===== src/rtl/fprint_gated_pio_pkg.sv =====
// -----------------------------------------------------------------------------
// fprint_gated_pio_pkg
// Shared types and helpers for the task-gated PIO commit buffer.
//   state_t     : controller states (IDLE / COLLECT / DRAIN)
//   CNT_W       : width of the optional statistics counters
//   clog2_safe  : index width that never collapses to zero bits
// -----------------------------------------------------------------------------
package fprint_gated_pio_pkg;

  typedef enum logic [1:0] {
    ST_IDLE    = 2'd0,
    ST_COLLECT = 2'd1,
    ST_DRAIN   = 2'd2
  } state_t;

  localparam int CNT_W = 16;

  // A single channel or single entry still needs a 1-bit index.
  function automatic int clog2_safe(input int n);
    return (n <= 1) ? 1 : $clog2(n);
  endfunction

endpackage


===== src/rtl/fprint_pio_fifo.sv =====
// -----------------------------------------------------------------------------
// fprint_pio_fifo
// Synchronous FIFO holding {src, data} entries of the commit buffer.
// Ports:
//   clk, reset      : clock, asynchronous active-high reset
//   push, wdata     : write an entry (ignored when full)
//   pop, rdata      : rdata shows the head entry; pop removes it (ignored when empty)
//   flush           : empty the FIFO; takes priority over push and pop
//   full, empty     : status flags
//   level           : number of entries held (0..DEPTH)
// DEPTH must be a power of two so the pointers wrap naturally.
// -----------------------------------------------------------------------------
module fprint_pio_fifo
  import fprint_gated_pio_pkg::*;
#(
  parameter int DEPTH = 8,
  parameter int W     = 5,
  localparam int PTR_W = clog2_safe(DEPTH),
  localparam int LVL_W = $clog2(DEPTH + 1)
) (
  input  logic             clk,
  input  logic             reset,
  input  logic             push,
  input  logic [W-1:0]     wdata,
  input  logic             pop,
  output logic [W-1:0]     rdata,
  input  logic             flush,
  output logic             full,
  output logic             empty,
  output logic [LVL_W-1:0] level
);

  logic [W-1:0]     mem_r [DEPTH];
  logic [PTR_W-1:0] wr_ptr_r;
  logic [PTR_W-1:0] rd_ptr_r;
  logic [LVL_W-1:0] level_r;
  logic             do_push_s;
  logic             do_pop_s;

  assign full      = (level_r == LVL_W'(DEPTH));
  assign empty     = (level_r == {LVL_W{1'b0}});
  assign level     = level_r;
  assign rdata     = mem_r[rd_ptr_r];
  assign do_push_s = push & ~full & ~flush;
  assign do_pop_s  = pop & ~empty & ~flush;

  // Entry storage; contents need no reset because level gates visibility.
  always_ff @(posedge clk) begin
    if (do_push_s) begin
      mem_r[wr_ptr_r] <= wdata;
    end
  end

  // Pointer and occupancy tracking.
  always_ff @(posedge clk or posedge reset) begin
    if (reset) begin
      wr_ptr_r <= {PTR_W{1'b0}};
      rd_ptr_r <= {PTR_W{1'b0}};
      level_r  <= {LVL_W{1'b0}};
    end else if (flush) begin
      wr_ptr_r <= {PTR_W{1'b0}};
      rd_ptr_r <= {PTR_W{1'b0}};
      level_r  <= {LVL_W{1'b0}};
    end else begin
      if (do_push_s) begin
        wr_ptr_r <= wr_ptr_r + PTR_W'(1'b1);
      end
      if (do_pop_s) begin
        rd_ptr_r <= rd_ptr_r + PTR_W'(1'b1);
      end
      level_r <= level_r + LVL_W'(do_push_s) - LVL_W'(do_pop_s);
    end
  end

endmodule


===== src/rtl/fprint_gated_pio.sv =====
// -----------------------------------------------------------------------------
// fprint_gated_pio
// Task-gated PIO commit buffer. Redundant cores post PIO writes tagged with a
// task key; writes matching the active task are buffered and reach the PIO
// only after release_req, discard throws them away.
// Ports:
//   clk, reset            : clock, asynchronous active-high reset
//   task_set, task_key    : open a task (or restart the open one) with this key
//   task_busy             : high while committing; task_set is ignored then
//   release_req           : fingerprints matched, commit the buffer
//                           ("release" is a reserved word, hence the name)
//   discard               : fingerprints mismatched, flush the buffer
//   wr_valid/data/key     : per-channel write requests, channel 0 in LSBs
//   wr_ready              : per-channel accept (only the granted channel)
//   pio_out, pio_src      : committed PIO value and its source channel
//   pio_strobe            : 1-cycle pulse when pio_out updates
//   drop_pulse            : 1-cycle pulse after a key-mismatched write
//   fill_level            : entries currently held
// Optional build macro FPRINT_GPIO_STATS_EN adds drop_count/commit_count,
// saturating counters of dropped writes and PIO strobes.
// -----------------------------------------------------------------------------
module fprint_gated_pio
  import fprint_gated_pio_pkg::*;
#(
  parameter int NUM_CH = 2,
  parameter int DATA_W = 4,
  parameter int KEY_W  = 8,
  parameter int DEPTH  = 8,
  localparam int SRC_W = clog2_safe(NUM_CH),
  localparam int LVL_W = $clog2(DEPTH + 1)
) (
  input  logic                     clk,
  input  logic                     reset,
  input  logic                     task_set,
  input  logic [KEY_W-1:0]         task_key,
  output logic                     task_busy,
  input  logic                     release_req,
  input  logic                     discard,
  input  logic [NUM_CH-1:0]        wr_valid,
  input  logic [NUM_CH*DATA_W-1:0] wr_data,
  input  logic [NUM_CH*KEY_W-1:0]  wr_key,
  output logic [NUM_CH-1:0]        wr_ready,
  output logic [DATA_W-1:0]        pio_out,
  output logic                     pio_strobe,
  output logic [SRC_W-1:0]         pio_src,
  output logic                     drop_pulse,
  output logic [LVL_W-1:0]         fill_level
`ifdef FPRINT_GPIO_STATS_EN
  ,
  output logic [CNT_W-1:0]         drop_count,
  output logic [CNT_W-1:0]         commit_count
`endif
);

  localparam int ENT_W = SRC_W + DATA_W;

  state_t             state_r;
  state_t             state_nxt_s;
  logic [KEY_W-1:0]   key_r;
  logic [SRC_W-1:0]   grant_idx_s;
  logic               grant_any_s;
  logic [KEY_W-1:0]   grant_key_s;
  logic [DATA_W-1:0]  grant_data_s;
  logic               key_match_s;
  logic               push_s;
  logic               pop_s;
  logic               flush_s;
  logic               drop_s;
  logic               fifo_full_s;
  logic               fifo_empty_s;
  logic [LVL_W-1:0]   fifo_level_s;
  logic [ENT_W-1:0]   fifo_rdata_s;

  // Fixed priority: the lowest-numbered requesting channel wins.
  function automatic logic [SRC_W-1:0] first_set(input logic [NUM_CH-1:0] v);
    logic [SRC_W-1:0] idx;
    idx = {SRC_W{1'b0}};
    for (int i = NUM_CH - 1; i >= 0; i--) begin
      idx = v[i] ? SRC_W'(i) : idx;
    end
    return idx;
  endfunction

  assign grant_any_s  = |wr_valid;
  assign grant_idx_s  = first_set(wr_valid);
  assign grant_key_s  = wr_key[int'(grant_idx_s) * KEY_W +: KEY_W];
  assign grant_data_s = wr_data[int'(grant_idx_s) * DATA_W +: DATA_W];
  assign key_match_s  = (grant_key_s == key_r);
  assign task_busy    = (state_r == ST_DRAIN);
  assign fill_level   = fifo_level_s;

  fprint_pio_fifo #(
    .DEPTH (DEPTH),
    .W     (ENT_W)
  ) u_fifo (
    .clk   (clk),
    .reset (reset),
    .push  (push_s),
    .wdata ({grant_idx_s, grant_data_s}),
    .pop   (pop_s),
    .rdata (fifo_rdata_s),
    .flush (flush_s),
    .full  (fifo_full_s),
    .empty (fifo_empty_s),
    .level (fifo_level_s)
  );

  // State register and active task key.
  always_ff @(posedge clk or posedge reset) begin
    if (reset) begin
      state_r <= ST_IDLE;
      key_r   <= {KEY_W{1'b0}};
    end else begin
      state_r <= state_nxt_s;
      if (task_set && (state_r != ST_DRAIN)) begin
        key_r <= task_key;
      end
    end
  end

  // Next-state decode; task_set outranks discard, discard outranks release.
  always_comb begin
    state_nxt_s = state_r;
    case (state_r)
      ST_IDLE: begin
        if (task_set) begin
          state_nxt_s = ST_COLLECT;
        end else begin
          state_nxt_s = ST_IDLE;
        end
      end
      ST_COLLECT: begin
        if (task_set) begin
          state_nxt_s = ST_COLLECT;
        end else if (discard) begin
          state_nxt_s = ST_IDLE;
        end else if (release_req) begin
          // A write accepted on the release edge must still be committed.
          state_nxt_s = (!fifo_empty_s || push_s) ? ST_DRAIN : ST_IDLE;
        end else begin
          state_nxt_s = ST_COLLECT;
        end
      end
      ST_DRAIN: begin
        if (fifo_empty_s || (pop_s && (fifo_level_s == LVL_W'(1'b1)))) begin
          state_nxt_s = ST_IDLE;
        end else begin
          state_nxt_s = ST_DRAIN;
        end
      end
      default: begin
        state_nxt_s = ST_IDLE;
      end
    endcase
  end

  // Per-state handshakes and buffer control.
  always_comb begin
    wr_ready = {NUM_CH{1'b0}};
    push_s   = 1'b0;
    pop_s    = 1'b0;
    flush_s  = 1'b0;
    drop_s   = 1'b0;
    case (state_r)
      ST_COLLECT: begin
        flush_s = task_set | discard;
        if (grant_any_s) begin
          if (key_match_s) begin
            // Full buffer backpressures rather than dropping.
            wr_ready[grant_idx_s] = ~fifo_full_s;
            push_s                = ~fifo_full_s;
          end else begin
            // Foreign-task writes are consumed and never stored.
            wr_ready[grant_idx_s] = 1'b1;
            drop_s                = 1'b1;
          end
        end else begin
          push_s = 1'b0;
        end
      end
      ST_DRAIN: begin
        pop_s = ~fifo_empty_s;
      end
      ST_IDLE: begin
        pop_s = 1'b0;
      end
      default: begin
        pop_s = 1'b0;
      end
    endcase
  end

  // PIO output registers; pio_out only moves together with pio_strobe.
  always_ff @(posedge clk or posedge reset) begin
    if (reset) begin
      pio_out    <= {DATA_W{1'b0}};
      pio_src    <= {SRC_W{1'b0}};
      pio_strobe <= 1'b0;
      drop_pulse <= 1'b0;
    end else begin
      pio_strobe <= pop_s;
      drop_pulse <= drop_s;
      if (pop_s) begin
        pio_out <= fifo_rdata_s[DATA_W-1:0];
        pio_src <= fifo_rdata_s[ENT_W-1:DATA_W];
      end
    end
  end

`ifdef FPRINT_GPIO_STATS_EN
  // Saturating drop/commit statistics, cleared only by reset.
  always_ff @(posedge clk or posedge reset) begin
    if (reset) begin
      drop_count   <= {CNT_W{1'b0}};
      commit_count <= {CNT_W{1'b0}};
    end else begin
      if (drop_pulse && (drop_count != {CNT_W{1'b1}})) begin
        drop_count <= drop_count + CNT_W'(1'b1);
      end
      if (pio_strobe && (commit_count != {CNT_W{1'b1}})) begin
        commit_count <= commit_count + CNT_W'(1'b1);
      end
    end
  end
`else
  // Statistics disabled: no counter ports or logic.
`endif

endmodule


===== config.mk =====
export PLATFORM = sky130hd
export DESIGN_NAME = fprint_gated_pio
export DESIGN_NICKNAME = d
export VERILOG_FILES = /design/src/rtl/fprint_gated_pio_pkg.sv /design/src/rtl/fprint_pio_fifo.sv /design/src/rtl/fprint_gated_pio.sv
export SDC_FILE = /design/constraint.sdc
export NUM_CORES = 1
export LEC_CHECK = 0
export CORE_MARGIN = 5
export CORE_UTILIZATION = 35
export DETAILED_ROUTE_END_ITERATION = 7
export DONT_BUFFER_PORTS = 1
export PLACE_DENSITY = 0.5
export SLEW_MARGIN = 30
export SYNTH_ARGS = -nofsm -noshare
export SYNTH_HDL_FRONTEND = slang
export SYNTH_SLANG_ARGS = --single-unit

===== constraint.sdc =====
create_clock -name clk -period 7 [get_ports clk]
set_clock_uncertainty 0.05 [all_clocks]
set_input_delay 1.75 -clock clk [delete_from_list [all_inputs] [get_ports clk]]
set_output_delay 1.75 -clock clk [all_outputs]
set_load 0.1 [all_outputs]

==> results of run 1 <==
-- metal layers --
layer / routed length, um / share of wire / track usage
met1: 2920 / 0.46 / 0.149
met2: 2890 / 0.46 / 0.187
met3: 417 / 0.066 / 0.0588
met4: 55 / 0.0088 / 0.0361
met5: 0 / 0 / 0
-- final cells by class --
| class | count | area share |
|---|---|---|
| clock buffer | 10 | 0.0363 |
| clock inverter | 6 | 0.0121 |
| inverter | 16 | 0.0178 |
| multi-input combinational | 151 | 0.353 |
| sequential | 67 | 0.534 |
| tap | 111 | 0.0395 |
| timing repair buffer | 2 | 0.00641 |
-- metrics by stage --
stage	util	hold slack [ps]	area, sq um	worst slack [ps]	instances
after floorplan	-	381	3210	442	242
after global placement	0.364	424	3320	1660	346
after detailed placement	0.367	410	3340	1810	347
after CTS	0.386	434	3510	1810	363
after global routing	0.386	465	3510	1710	363
final	0.386	426	3510	1830	363
-- worst max-delay path: cells and delay by family --
kind,cells,cell delay [ps]
and+or+nand+nor,3,730
AOI/OAI and AO/OA,3,560
buffers and inverters,2,310
-- how the worst max path moves through the flow --
stage / endpoint / slack (ps) / depth (start not counted)
finish: wr_ready[1] / 1830 / 8
global route: wr_ready[1] / 1710 / 7
CTS: wr_ready[1] / 1810 / 8
detailed placement: wr_ready[1] / 1810 / 8
global placement: wr_ready[1] / 1660 / 7
floorplan: wr_ready[1] / 440 / 9
-- cell families (layout without fill, tap and decap cells) --
group | count (synthesis) | after routing | synth area share
buffers and inverters | 24 | 34 | 0.0378
multiplexers | 25 | 25 | 0.120
AO/OA/AOI/OAI | 32 | 32 | 0.0690
flip-flops | 67 | 67 | 0.584
AND/OR/NAND/NOR | 74 | 74 | 0.122
XOR/XNOR | 11 | 11 | 0.0300
adder cells (fa/ha/maj) | 9 | 9 | 0.0374
-- cell usage in the layout, fill, tap and decap left out, drive strengths merged, types with 4 or more instances in the layout --
cell / n
and2: 6
nand3: 4
mux4: 10
mux2i: 7
nand2: 21
and3: 4
mux2: 8
clkbuf: 10
edfxtp: 40
dfrtp: 27
clkinv: 6
a21oi: 14
ha: 8
xnor2: 9
nor2: 25
nand2b: 5
inv: 14
-- sequential cells by signal, indices dropped and copies added (netlist names) --
| name | count |
|---|---|
| u_fifo.wr_ptr_r | 3 |
| u_fifo.level | 4 |
| pio_src | 1 |
| drop_pulse | 1 |
| key_r | 8 |
| pio_out | 4 |
| u_fifo.mem_r | 40 |
| state_r | 2 |
| u_fifo.rd_ptr_r | 3 |
| pio_strobe | 1 |
-- power breakdown --
group	total, mW	switching, mW	internal, mW
Combinational	0.0511	0.0333	0.0178
Clock	0.280	0.151	0.128
Sequential	0.437	0.0102	0.427
Total	0.768	0.195	0.573
==> summary.md, run 1 <==
| Metric | Value |
|---|---|
| Final Hold Violating Endpoints | `0` |
| First-pass GRT wire length | `10.1 mm` |
| Width of the die | `106 um` |
| Largest net degree at the start of global routing | `28` |
| CTS tree | `built` |
| Post-CTS Hold Buffers | `0` |
| Initial antenna violation count | `0` |
| Synthesized area | `3210 sq um` |
| Final period util | `0.739` |
| Multi-input gate area | `1240 sq um` |
| # fillers | `878` |
| R2r setup slk | `3630 ps` |
| Post-cts resize count | `0` |
| Max Cap Viol | `0` |
| Gpl congestion | `0.795` |
| Max-slew violations | `0` |
| Diodes inserted | `0` |
| Outcome | `completed` |
| Reg2reg end | `u_fifo.mem_r[4][4]` |
| DR iter-0 viols | `53` |
| Setup violators final | `0` |
| Crit. End Element | `output pin` |
| Ys Warns | `0` |
| Tightest Hold Check Type | `flip-flop to flip-flop` |
| Syn Nets | `290` |
| Row Count | `35` |
| HPWL after DPL | `4.50 mm` |
| Worst setup startpoint | `wr_valid[0]` |
| CTS Buf Count | `9` |
| Register Area | `1880 sq um` |
| Max Root-Sink Buffers | `2` |
| Post-CTS setup buffer count | `0` |
| Max incr delay on CP | `390 ps` |
| Layout cells sized above 1 | `0.163` |
| Htree depth | `3` |
| Total GRT Usage | `0.121` |
| Clock root buffer | `clkbuf_8` |
| FFs w/ async S/R, synth | `0.403` |
| Worst Path Required | `5200 ps` |
| Largest area contributor in the netlist | `edfxtp_1` |
| RR Startpoint | `u_fifo.level[2]` |
| Top Ports | `53` |
| Ys flop type | `edfxtp_1` |
| Cell count after synthesis | `242` |
| PwrDens | `219 nW/um^2` |
| Max_slew headroom | `0.364` |
| Worst-path cell with the longest stage delay | `nor2_1` |
| RSZ-0062 raised after global routing | `false` |
| # port buffers | `0` |
| GRT Residual Overflow | `0` |
| Clk_lat worst skew | `340 ps` |
| Final wirelength | `6.27 mm` |
| Final TNS setup | `0 ps` |
| #FFs+latches synth | `67` |
| Nets@finish | `295` |
| Post-Syn Area per Cell | `13.3 sq um` |
| Avg Vias per Cell | `4.99` |
| CP max FO | `20` |
| Area contributors post-synth | `edfxtp_1 (37%), dfrtp_1 (21%), mux4_2 (7.0%), ha_1 (3.1%), nor2_1 (2.9%)` |
| Height of the die | `106 um` |
| CP Class | `input port to output pin` |
| Hold_sp | `state_r[1]` |
| Peak VDD IR | `0.0000912 V` |
| Post-route DRC | `0` |
| Starting density of the core | `0.353` |
| Core ar. | `9110 sq um` |
| Fmax | `193 MHz` |
| Post-synth EDFFs | `40` |
| Vias in the first global route | `1906` |
| Wire length per cell | `17.3 um` |
| Top-area cell type share of the netlist area | `0.374` |
| Area growth syn-to-layout | `9.35%` |
| Startpoint Class | `input port` |
| Leak | `1.30 nW` |
| DIE AREA | `11200 sq um` |
| Antenna Violating Nets Remaining | `0` |
| First-pass iteration count of the detailed router | `4` |
| Worst reg2reg path depth | `7` |
| Cell with the most instances after synthesis | `edfxtp_1` |
| Tot Pwr | `768 uW` |
| Clock-pin transition on the worst setup and hold timing paths | `70 ps` |
| Via count | `1812` |
| Minimum clock period | `5170 ps` |
| Actual slew at the worst max-slew pin | `954 ps` |
| Critical path, cell by cell | `nand2b_4 > inv_4 > a221o_1 > a32oi_2 > nand3_1 > nor2_1 > a211oi_4 > buf_8` |
| Synth cell count leaders | `edfxtp_1 (40), dfrtp_1 (27), nor2_1 (25), nand2_1 (21), a21oi_1 (14)` |
| WHS Path Cells | `1` |
| Yosys cell types | `46` |
| WHS Endpoint | `state_r[0]` |
| Crit path arrival time | `3370 ps` |
| Clock sink count | `67` |
| Seq/Total Area, Yosys | `0.584` |
No activity file was read; power rests on OpenSTA's default activity.
==> run 2: changes to the inputs <==
==> constraint.sdc (replaced) <==
create_clock -name clk -period 5.2 [get_ports clk]
set_clock_uncertainty 0.05 [all_clocks]
set_input_delay 1.3 -clock clk [delete_from_list [all_inputs] [get_ports clk]]
set_output_delay 1.3 -clock clk [all_outputs]
set_load 0.1 [all_outputs]
==> run 2 against run 1 <==
- worst hold slack improved by 13 ps
- via count up 1.9%
- non-clock buffer count rose by 1
- critical endpoint unchanged
==> summary.md, run 2 (synthesis gave the netlist of run 1 again) <==
| Metric | Value |
|---|---|
| Register Area | `1880 sq um (unchanged)` |
| Via count | `1847 (+1.9%)` |
| WHS Path Cells | `1 (unchanged)` |
| Most common cell after layout, fill and taps aside | `edfxtp_1` |
| Clock-pin transition on the worst setup and hold timing paths | `70 ps (about the same)` |
| # fillers | `867 (-1.3%)` |
| PwrDens | `331 nW/um^2 (+51%)` |
| R2r setup slk | `1820 ps (-1810 ps)` |
| Max reg flops | `40 (unchanged)` |
| Area growth syn-to-layout | `11.6%` |
| Multi-input gate area | `1230 sq um (-0.61%)` |
| Max Cap Viol | `0 (unchanged)` |
| Crit. End Element | `output pin` |
| Most frequent cells in the layout | `edfxtp_1 (40), dfrtp_1 (27), nor2_1 (25), nand2_1 (21)` |
| Setup violators final | `0 (unchanged)` |
| Layout cells sized above 1 | `0.170 (+0.00726)` |
| RR Startpoint | `u_fifo.level[2]` |
| Final TNS setup | `0 ps (unchanged)` |
| Clk_lat worst skew | `340 ps (about the same)` |
| Starting density of the core | `0.353 (unchanged)` |
| DR iter-0 viols | `60 (+13%)` |
| Diodes inserted | `0 (unchanged)` |
| Crit path arrival time | `2900 ps (-470 ps)` |
| Actual slew at the worst max-slew pin | `959 ps (+4.68 ps)` |
| Gpl congestion | `0.774 (-2.6%)` |
| Height of the die | `106 um (unchanged)` |
| CTS tree | `built` |
| Clock sink count | `67 (unchanged)` |
| DIE AREA | `11200 sq um (unchanged)` |
| CP max FO | `20 (unchanged)` |
| Minimum clock period | `4250 ps` |
| Max Root-Sink Buffers | `2 (unchanged)` |
| WHS Endpoint | `state_r[0]` |
| First-pass iteration count of the detailed router | `4 (unchanged)` |
| Worst Path Required | `3850 ps (-1350 ps)` |
| CP Class | `input port to output pin` |
| Core ar. | `9110 sq um (unchanged)` |
| Final Hold Violating Endpoints | `0 (unchanged)` |
| GRT Residual Overflow | `0 (unchanged)` |
| Final hold slack | `439 ps (+13.3 ps)` |
| Worst reg2reg path depth | `9 (+2)` |
| # port buffers | `0 (unchanged)` |
| Largest net degree at the start of global routing | `28 (unchanged)` |
| Hold_sp | `state_r[1]` |
| Wire length per cell | `17.6 um (+1.8%)` |
| CTS Buf Count | `9 (unchanged)` |
| Biggest register | `u_fifo.mem_r` |
| Tightest Hold Check Type | `flip-flop to flip-flop` |
| Fin area | `3580 sq um (+2.0%)` |
| Final wirelength | `6.41 mm (+2.1%)` |
| Dpl cell area | `3330 sq um (-0.22%)` |
| RSZ-0062 raised after global routing | `false` |
| Leak | `1.34 nW (+3.3%)` |
| Top Ports | `53 (unchanged)` |
| Fmax | `235 MHz` |
| Antenna Violating Nets Remaining | `0 (unchanged)` |
| Post-route DRC | `0 (unchanged)` |
| Post-CTS setup buffer count | `0 (unchanged)` |
| Avg Vias per Cell | `5.07 (+1.7%)` |
| Total GRT Usage | `0.124 (+0.00305)` |
| Max-slew violations | `0 (unchanged)` |
| Vias in the first global route | `1970 (+3.4%)` |
| Outcome | `completed` |
| Largest regs | `u_fifo.mem_r (40), key_r (8)` |
| Htree depth | `3 (unchanged)` |
| Startpoint Class | `input port` |
| Nets@finish | `296 (+0.34%)` |
| Utilization after layout | `0.393 (+0.00783)` |
| Row Count | `35 (unchanged)` |
| First-pass GRT wire length | `10.4 mm (+2.6%)` |
| Peak VDD IR | `0.000162 V (+77%)` |
| Reg2reg end | `u_fifo.level[1]` |
| Post-cts resize count | `0 (unchanged)` |
| Post-CTS Hold Buffers | `0 (unchanged)` |
| Clock root buffer | `clkbuf_8` |
| HPWL after DPL | `4.58 mm (+1.8%)` |
| Tot Pwr | `1.19 mW (+55%)` |
| Initial antenna violation count | `0 (unchanged)` |
| Width of the die | `106 um (unchanged)` |
| Max_slew headroom | `0.361 (-0.00312)` |
| Final period util | `0.817` |
[run 2: changes by cell type in the layout (fill, tap and decap cells not counted), moves of 2 or more]
cell	delta
bufinv_16	+3
buf_4	+2
clkinv_2	-2
clkinvlp_4	-2
[run 2: worst max path at each step]
stage	start	to	depth (start not counted)
3_5_place_dp	wr_valid[0]	wr_ready[1]	8
4_1_cts	wr_valid[0]	wr_ready[1]	8
2_1_floorplan	wr_valid[0]	wr_ready[0]	9
6_report	wr_valid[0]	wr_ready[1]	8
5_1_grt	wr_valid[0]	wr_ready[1]	8
3_3_place_gp	wr_valid[0]	wr_ready[1]	8
[run 2: power by group]
group	internal, mW	switching, mW
Sequential	0.574	0.0136
Clock	0.322	0.207
Combinational	0.0239	0.0449
Total	0.920	0.266
[run 2: final cells by class]
type                    instances  share of cell area
clock buffers                   9              0.0346
clock inverters                 7              0.0349
inverters                      16              0.0175
multi-input cells             151               0.344
flip-flops and latches         67               0.524
well taps                     111              0.0388
repair buffers                  3             0.00628
[run 2: per-stage QoR]
step           cells  worst slack (ps)
6_report         364               951
5_1_grt          364               835
4_1_cts          364               925
3_5_place_dp     348               924
3_3_place_gp     348               978
2_1_floorplan    242               314
[run 2: critical path, cell delays in order]
cell and delay, ps:
nand2b_4 190, inv_4 120, a221o_1 290, a32oi_2 170, nand3_1 150, nor2_1 320
a211oi_4 100, buf_4 240
[run 2: metal layers]
| metal | wire [um] | global-route usage | share of wire |
|---|---|---|---|
| met4 | 114 | 0.0463 | 0.018 |
| met1 | 2770 | 0.140 | 0.43 |
| met2 | 3100 | 0.204 | 0.48 |
| met3 | 427 | 0.0576 | 0.067 |
| met5 | 0 | 0 | 0 |
==> run 3: changes to the inputs <==
--- a/config.mk
+++ b/config.mk
@@ -9,7 +9,7 @@
 export CORE_UTILIZATION = 35
 export DETAILED_ROUTE_END_ITERATION = 7
 export DONT_BUFFER_PORTS = 1
-export PLACE_DENSITY = 0.5
+export PLACE_DENSITY = 0.52
 export SLEW_MARGIN = 30
 export SYNTH_ARGS = -nofsm -noshare
 export SYNTH_HDL_FRONTEND = slang
==> constraint.sdc (replaced) <==
create_clock -name clk -period 3.77 [get_ports clk]
set_clock_uncertainty 0.05 [all_clocks]
set_input_delay 0.9425 -clock clk [delete_from_list [all_inputs] [get_ports clk]]
set_output_delay 0.9425 -clock clk [all_outputs]
set_load 0.1 [all_outputs]
==> run 3 against run 2 <==
- power up 29%
- flip-flop and latch count is the same
- setup slack lost 690 ps
- critical path type unchanged
- critical endpoint is now wr_ready[0]
- largest cell class unchanged
- largest power group unchanged
==> summary.md, run 3 (synthesis gave the netlist of run 1 again) <==
| Metric | Value |
|---|---|
| Tightest Hold Check Type | `flip-flop to flip-flop` |
| Avg Vias per Cell | `5.03 (-0.87%)` |
| Clock-pin transition on the worst setup and hold timing paths | `80 ps (about the same)` |
| Reg2reg end | `u_fifo.level[1]` |
| Nets@finish | `300 (+1.4%)` |
| Wire length per cell | `17.1 um (-2.8%)` |
| WHS Path Cells | `1 (unchanged)` |
| Max-slew violations | `0 (unchanged)` |
| Final Hold Violating Endpoints | `0 (unchanged)` |
| Core ar. | `9110 sq um (unchanged)` |
| Via count | `1851 (+0.22%)` |
| Register Area | `1880 sq um (unchanged)` |
| RR Startpoint | `u_fifo.level[0]` |
| Post-CTS Hold Buffers | `0 (unchanged)` |
| Final period util | `0.932` |
| Max reg flops | `40 (unchanged)` |
| Setup violators final | `0 (unchanged)` |
| Cell count after placement | `352 (+1.1%)` |
| Final TNS setup | `0 ps (unchanged)` |
| Crit. End Element | `output pin` |
| Clk_lat worst skew | `340 ps (about the same)` |
| Initial antenna violation count | `0 (unchanged)` |
| Most common cell after layout, fill and taps aside | `edfxtp_1` |
| Width of the die | `106 um (unchanged)` |
| Worst reg2reg path depth | `9 (unchanged)` |
| Most frequent cells in the layout | `edfxtp_1 (40), dfrtp_1 (27), nor2_1 (25), nand2_1 (21), a21oi_1 (13)` |
| Routing usage on met3 | `0.0582 (+0.000612)` |
| Setup WS pre-CTS | `231 ps (-693 ps)` |
| RSZ-0062 raised after global routing | `false` |
| Height of the die | `106 um (unchanged)` |
| Biggest register | `u_fifo.mem_r` |
| Leak | `1.34 nW (about the same)` |
| Layout cells sized above 1 | `0.183 (+0.0129)` |
| Largest regs | `u_fifo.mem_r (40), key_r (8)` |
| GR Util met2 | `0.176 (-0.0278)` |
| Top Ports | `53 (unchanged)` |
| Actual slew at the worst max-slew pin | `911 ps (-47.6 ps)` |
| Outcome | `completed` |
| Post-route DRC | `0 (unchanged)` |
| DIE AREA | `11200 sq um (unchanged)` |
| CTS tree | `built` |
| Fmax | `285 MHz` |
| Max Root-Sink Buffers | `2 (unchanged)` |
| Final wirelength | `6.29 mm (-1.7%)` |
| CP Class | `input port to output pin` |
| First-pass GRT wire length | `10.2 mm (-1.3%)` |
| WHS Endpoint | `state_r[0]` |
| Post-CTS setup buffer count | `0 (unchanged)` |
| Htree depth | `3 (unchanged)` |
| HPWL after DPL | `4.53 mm (-1.2%)` |
| R2r setup slk | `1150 ps (-670 ps)` |
| Hold_sp | `state_r[1]` |
| Multi-input gate area | `1230 sq um (-0.30%)` |
| Diodes inserted | `0 (unchanged)` |
| Gpl congestion | `0.756 (-2.3%)` |
| Fin cells | `368 (+1.1%)` |
| Worst setup margin | `257 ps (-694 ps)` |
| CP max FO | `20 (unchanged)` |
| Worst Path Required | `2780 ps (-1070 ps)` |
| Startpoint Class | `input port` |
| Starting density of the core | `0.353 (unchanged)` |
| Largest net degree at the start of global routing | `28 (unchanged)` |
| Max_slew headroom | `0.392 (+0.0318)` |
| Clock root buffer | `clkbuf_8` |
| PwrDens | `428 nW/um^2 (+29%)` |
| # fillers | `865 (-0.23%)` |
| Crit path arrival time | `2520 ps (-380 ps)` |
| Grt met1 use | `0.156 (+0.0163)` |
| Minimum clock period | `3510 ps` |
| Vias in the first global route | `1947 (-1.2%)` |
| Clock sink count | `67 (unchanged)` |
| DR iter-0 viols | `92 (+53%)` |
| Area growth syn-to-layout | `11.5%` |
| Peak VDD IR | `0.000217 V (+34%)` |
| Post-cts resize count | `0 (unchanged)` |
| Most used routing layer | `met2` |
| Total GRT Usage | `0.123 (-0.000979)` |
| Antenna Violating Nets Remaining | `0 (unchanged)` |
| GRT Residual Overflow | `0 (unchanged)` |
| Row Count | `35 (unchanged)` |
| First-pass iteration count of the detailed router | `4 (unchanged)` |
| CTS Buf Count | `9 (unchanged)` |
| # port buffers | `0 (unchanged)` |
| Max Cap Viol | `0 (unchanged)` |
## run 3: cell types whose count changed in the layout (fill, tap and decap cells not counted), sizes merged
cell | before | now
bufinv | 3 | 1
clkinvlp | 0 | 2
inv | 15 | 18
buf | 3 | 7
clkinv | 5 | 2
## run 3: layout make-up
type                       instances  area share
clock buffer                       9      0.0346
clock inverter                     7      0.0231
inverter                          16      0.0175
multi-input combinational        151       0.344
sequential                        67       0.524
tap                              111      0.0388
timing repair buffer               7      0.0182
## run 3: how the worst max path moves through the flow
stage | startpoint | to | slack [ps] | cells past startpoint
finish | wr_valid[0] | wr_ready[0] | 260 | 8
global route | wr_valid[0] | wr_ready[0] | 120 | 7
CTS | wr_valid[0] | wr_ready[0] | 230 | 8
detailed placement | wr_valid[0] | wr_ready[0] | 230 | 8
global placement | wr_valid[0] | wr_ready[0] | 270 | 8
floorplan | wr_valid[0] | wr_ready[1] | -230 | 9
## run 3: worst max-delay path, cell delays in order
cell and delay [ps]:
nand2b_4 190, inv_4 120, a221o_1 290, a32oi_2 160, nand3_1 140, nor2_1 330, a21oi_2 100, buf_4 240
## run 3: per-layer routing
layer	vias to the layer above	routed length [um]
met5	-	0
met4	0	154
met3	10	427
met2	61	2820
met1	879	2890
li1	901	-
## run 3: power by group
group | internal (mW) | switching [mW]
sequential | 0.792 | 0.0186
combinational | 0.0336 | 0.0624
clock | 0.317 | 0.308
total | 1.14 | 0.389
## run 3: through the flow
| step | total power [mW] | area (sq um) | hold slack, ps | util |
|---|---|---|---|---|
| after floorplan | 0.904 | 3220 | 381 | - |
| after global placement | 0.922 | 3370 | 416 | 0.370 |
| after detailed placement | 0.924 | 3370 | 415 | 0.370 |
| after CTS | 1.56 | 3580 | 450 | 0.393 |
| after global routing | 1.61 | 3580 | 474 | 0.393 |
| final | 1.53 | 3580 | 449 | 0.393 |
